$ cat src/rtl/or4_event_capture.sv
`default_nettype none
// +----------------------------------------------------------------------------+
// | or4_event_capture                                                          |
// | Synchronized, sticky, acknowledged event capture for four request lines.   |
// | Revision: 1.0                                                              |
// +----------------------------------------------------------------------------+
module or4_event_capture #(
  parameter int SYNC_STAGES = 2,
  parameter int HOLD_CYCLES = 4
) (
  input  logic       CLK,
  input  logic       RSTB,
  input  logic       IN1,
  input  logic       IN2,
  input  logic       IN3,
  input  logic       IN4,
  input  logic       ACK,
  output logic       Q,
  output logic       VALID,
  output logic [1:0] ID,
  output logic       OVR
);

  localparam logic [3:0] c_HOLD_LOAD = (HOLD_CYCLES == 0) ? 4'd0 : 4'(HOLD_CYCLES - 1);

  typedef enum logic [1:0] {
    ST_IDLE    = 2'd0,
    ST_PRESENT = 2'd1,
    ST_HOLD    = 2'd2
  } state_t;

  logic [3:0] w_in;
  logic [3:0] w_edge;
  logic [3:0] w_clr;
  logic [3:0] w_pend_nxt;
  logic [1:0] w_prio;
  logic [1:0] w_id_nxt;
  logic [3:0] w_cnt_nxt;
  logic       w_accept;
  state_t     w_state_nxt;

  state_t     r_state;
  logic [3:0] r_pending;
  logic [3:0] r_cnt;
  logic [1:0] r_id;
  logic       r_valid;
  logic       r_q;
  logic       r_ovr;

  assign w_in = {IN4, IN3, IN2, IN1};

  for (genvar n = 0; n < 4; n++) begin : g_src
    logic [SYNC_STAGES-1:0] r_sync;
    logic                   r_prev;

    always_ff @(posedge CLK or negedge RSTB) begin
      if (!RSTB) begin
        r_sync <= '0;
        r_prev <= 1'b0;
      end else begin
        r_sync <= {r_sync[SYNC_STAGES-2:0], w_in[n]};
        r_prev <= r_sync[SYNC_STAGES-1];
      end
    end

    assign w_edge[n] = r_sync[SYNC_STAGES-1] & ~r_prev;
  end

  // Lowest set index wins.
  always_comb begin
    w_prio = 2'd0;
    for (int i = 3; i >= 0; i--) begin
      if (r_pending[i]) w_prio = 2'(i);
    end
  end

  always_comb begin
    w_state_nxt = r_state;
    w_cnt_nxt   = r_cnt;
    w_id_nxt    = r_id;
    w_accept    = 1'b0;
    case (r_state)
      ST_IDLE: begin
        if (|r_pending) begin
          w_state_nxt = ST_PRESENT;
          w_id_nxt    = w_prio;
        end
      end
      ST_PRESENT: begin
        if (ACK) begin
          w_accept = 1'b1;
          if (HOLD_CYCLES == 0) begin
            w_state_nxt = ST_IDLE;
          end else begin
            w_state_nxt = ST_HOLD;
            w_cnt_nxt   = c_HOLD_LOAD;
          end
        end
      end
      ST_HOLD: begin
        if (r_cnt == 4'd0) w_state_nxt = ST_IDLE;
        else               w_cnt_nxt   = r_cnt - 4'd1;
      end
      default: w_state_nxt = ST_IDLE;
    endcase
  end

  // A new edge on the source being accepted re-sets its bit (set wins).
  assign w_clr      = w_accept ? (4'b0001 << r_id) : 4'b0000;
  assign w_pend_nxt = (r_pending & ~w_clr) | w_edge;

  always_ff @(posedge CLK or negedge RSTB) begin
    if (!RSTB) begin
      r_state   <= ST_IDLE;
      r_pending <= 4'b0000;
      r_cnt     <= 4'd0;
      r_id      <= 2'd0;
      r_valid   <= 1'b0;
      r_q       <= 1'b0;
      r_ovr     <= 1'b0;
    end else begin
      r_state   <= w_state_nxt;
      r_pending <= w_pend_nxt;
      r_cnt     <= w_cnt_nxt;
      r_id      <= w_id_nxt;
      r_valid   <= (w_state_nxt == ST_PRESENT);
      r_q       <= |w_pend_nxt;
      r_ovr     <= |(w_edge & r_pending & ~w_clr);
    end
  end

  assign Q     = r_q;
  assign VALID = r_valid;
  assign ID    = r_id;
  assign OVR   = r_ovr;

endmodule
`default_nettype wire

$ cat config.mk
export PLATFORM = sky130hd
export DESIGN_NAME = or4_event_capture
export DESIGN_NICKNAME = d
export VERILOG_FILES = /design/src/rtl/or4_event_capture.sv
export SDC_FILE = /design/constraint.sdc
export NUM_CORES = 1
export LEC_CHECK = 0
export ABC_AREA = 1
export CORE_MARGIN = 3
export CORE_UTILIZATION = 25
export CTS_CLUSTER_SIZE = 14
export DETAILED_ROUTE_END_ITERATION = 8
export PLACE_DENSITY = 0.43
export SLEW_MARGIN = 30
export SYNTH_ARGS = -nofsm -noshare
export SYNTH_HDL_FRONTEND = slang
export SYNTH_SLANG_ARGS = --single-unit
$ cat constraint.sdc
create_clock -name CLK -period 2.4 [get_ports CLK]
set_input_delay 0.36 -clock CLK [delete_from_list [all_inputs] [get_ports CLK]]
set_output_delay 0.36 -clock CLK [all_outputs]
set_load 0.02 [all_outputs]
==> metrics <==
final clock period utilization by the worst path=70.6%; dominant cell type by area after synthesis=dfrtp_1; detailed-router iteration count before antenna repair=4; number of synthesis warnings=0; met1 Use GR=9.80%; largest net degree at the start of global routing=28; CTS Buf Count=3; GPL Wtd Cong=0.780; average wire per standard cell=10.1 microns; Commonest cells post-synth=27 x dfrtp_1, 20 x nand2_1, 16 x nor2_1; Clock Sinks=27; vias in the first global route=705; overall routing resource usage=7.95%; setup_tns=0 ns; Final Cell Area=1320 sq um; GRT Max-Usage Layer=met2; storage element area=676 sq um; CP Class=flip-flop to output port; initial antenna violation count=0; antenna cells=0; CP endpoint kind=output port; hold buffer count at CTS=0; critical path buffer and inverter count=1; worst-path cell chain=clkdlybuf4s50_1; I/O Buffers=11; reg2reg setup slack=1.21 ns; headroom to the max-slew limit=77.3%; Synth Cell Area=1090 sq um; Peak VDD IR=287 uV; overall die height=72.1 microns; final hold violation count=0; minimum hold slack=0.355 ns; CTS tree=yes; HP Class=flip-flop to flip-flop; worst slew pin tran=0.340 ns; delay-heaviest family, CP=buffers and inverters; DR DRC count=0; top cells by area, synth=dfrtp_1 62%, nand2_1 6.9%, nor2_1 5.5%, inv_1 4.1%, nand3_1 3.7%; area of the multi-input gates=362 sq um; WP data arrival=1.33 ns; max incr delay on CP=0.63 ns; Highest Clock Rate=590 MHz; Req. time, crit path=2.04 ns; post-layout min period=1.69 ns; Via Count=710; row cnt=23; # nets final=137; Post-DRT Antenna Nets=0; Area Growth Syn to Fin=20.7%; EDFF count, synth=0; # fillers=421; worst skew pair latency=0.27 ns; status=finished clean; main flop type after synthesis=dfrtp_1; full die area=5200 sq um; HPWL Detailed=1.33 mm; max cap viols=0; Max Root-Sink Buffers=2; CP startpoint kind=flip-flop; syn avg cell area=9.85 sq um; RSZ-0062 raised after global routing=no; # setup viols final=0; top-count cell post-synth=dfrtp_1; WL final=1.78 mm; top-area cell type share of the netlist area=61.8%; layout cells sized above 1=18.9%; PostCTS Resize Cnt=0; Seq/Total Area, Yosys=61.8%; global-route wire length before repair=3.14 mm; Initial DRC Count=29; Die X=72.1 microns; Reg clk slew, reported paths=0.09 ns; Initial Utilization=26.6%; Max stage delay cell, worst path=clkdlybuf4s50_1; syn nets=120; H-tree Lvls=1; grt met3 use=3.05%; FF+latch count, synth=27; vias per cell=4.01; total I/O pin count=12; cell count after synthesis=111; clock skew=0.000584 ns; asr flop ratio synth=100%; Max Slew Vio Count=0; Pwr per Cell Area=1040 nW/um^2; Core Region=4120 sq um; setup bufs post-CTS=0; Post-Place Cell Area=1270 sq um; Leak=0.603 nW; grt ovf=0; Root Buffer=clkbuf_8; CP Max Fanout=6; met2 Resource Use GR=12.2%; Synth cell types=18
[cells by family (layout without fill, tap and decap cells)]
group / after synthesis / count (layout) / synth area share (%)
AOI/OAI and AO/OA: 10 / 10 / 6.64
adders and majority gates: 2 / 2 / 2.29
buffers and inverters: 15 / 31 / 5.15
DFF: 27 / 27 / 61.8
and+or+nand+nor: 57 / 57 / 24.1
[state kept, by name (all words and copies together), names as in the netlist]
signal	count
g_src.r_sync	8
g_src.r_prev	4
r_cnt	4
r_pending	4
ID	2
r_state	2
OVR	1
Q	1
VALID	1
[placed cells by master (no fill, tap or decap), types with 2 or more instances in the layout]
cell and count:
nor2_1 16, inv_1 12, o21ai_2 3, nand3_1 8, clkdlybuf4s50_1 11, nand2_2 4, a21oi_1 2, clkbuf_8 3
nand2_1 20, o31ai_1 3, ha_1 2, dfrtp_1 27, nor2_2 5, inv_2 3
[metal layers]
metal	vias to the layer above	part of all wire, %
li1	376	-
met1	317	48
met2	12	45
met3	5	5.0
met4	0	2.0
met5	-	0
[metrics by stage]
stage / utilization, % / instances / setup slack [ns] / power, W
floorplan: - / 111 / 1.28 / 0.000983
global placement: 31.0 / 173 / 0.761 / 0.00113
detailed placement: 31.0 / 173 / 0.753 / 0.00114
CTS: 32.1 / 177 / 0.681 / 0.00140
global route: 32.1 / 177 / 0.643 / 0.00149
finish: 32.1 / 177 / 0.705 / 0.00137
[area by class of cell]
class                   count  area share, %
multi-input cells          69           27.4
repair buffers             12           8.91
inverters                  15           4.27
clock buffers               3           3.13
clock inverters             1          0.379
well taps                  50           4.74
flip-flops and latches     27           51.2
[power by group]
part	switching, W	internal [W]
clock	0.000135	0.000116
combinational	0.000274	0.000187
sequential	0.0000972	0.000560
[worst paths after layout]
path / startpoint / to / cells past startpoint
worst max-delay path: ID[0] / ID[0] / 1
worst min-delay path: g_src[1].r_sync[0] / g_src[1].r_sync[1] / 0
worst max register to register: r_state[1] / Q / 6
worst min register to register: g_src[1].r_sync[0] / g_src[1].r_sync[1] / 0
max in group asynchronous: RSTB / r_cnt[3] / 2
min in group asynchronous: RSTB / r_pending[2] / 2
No activity file was read; power rests on OpenSTA's default activity.
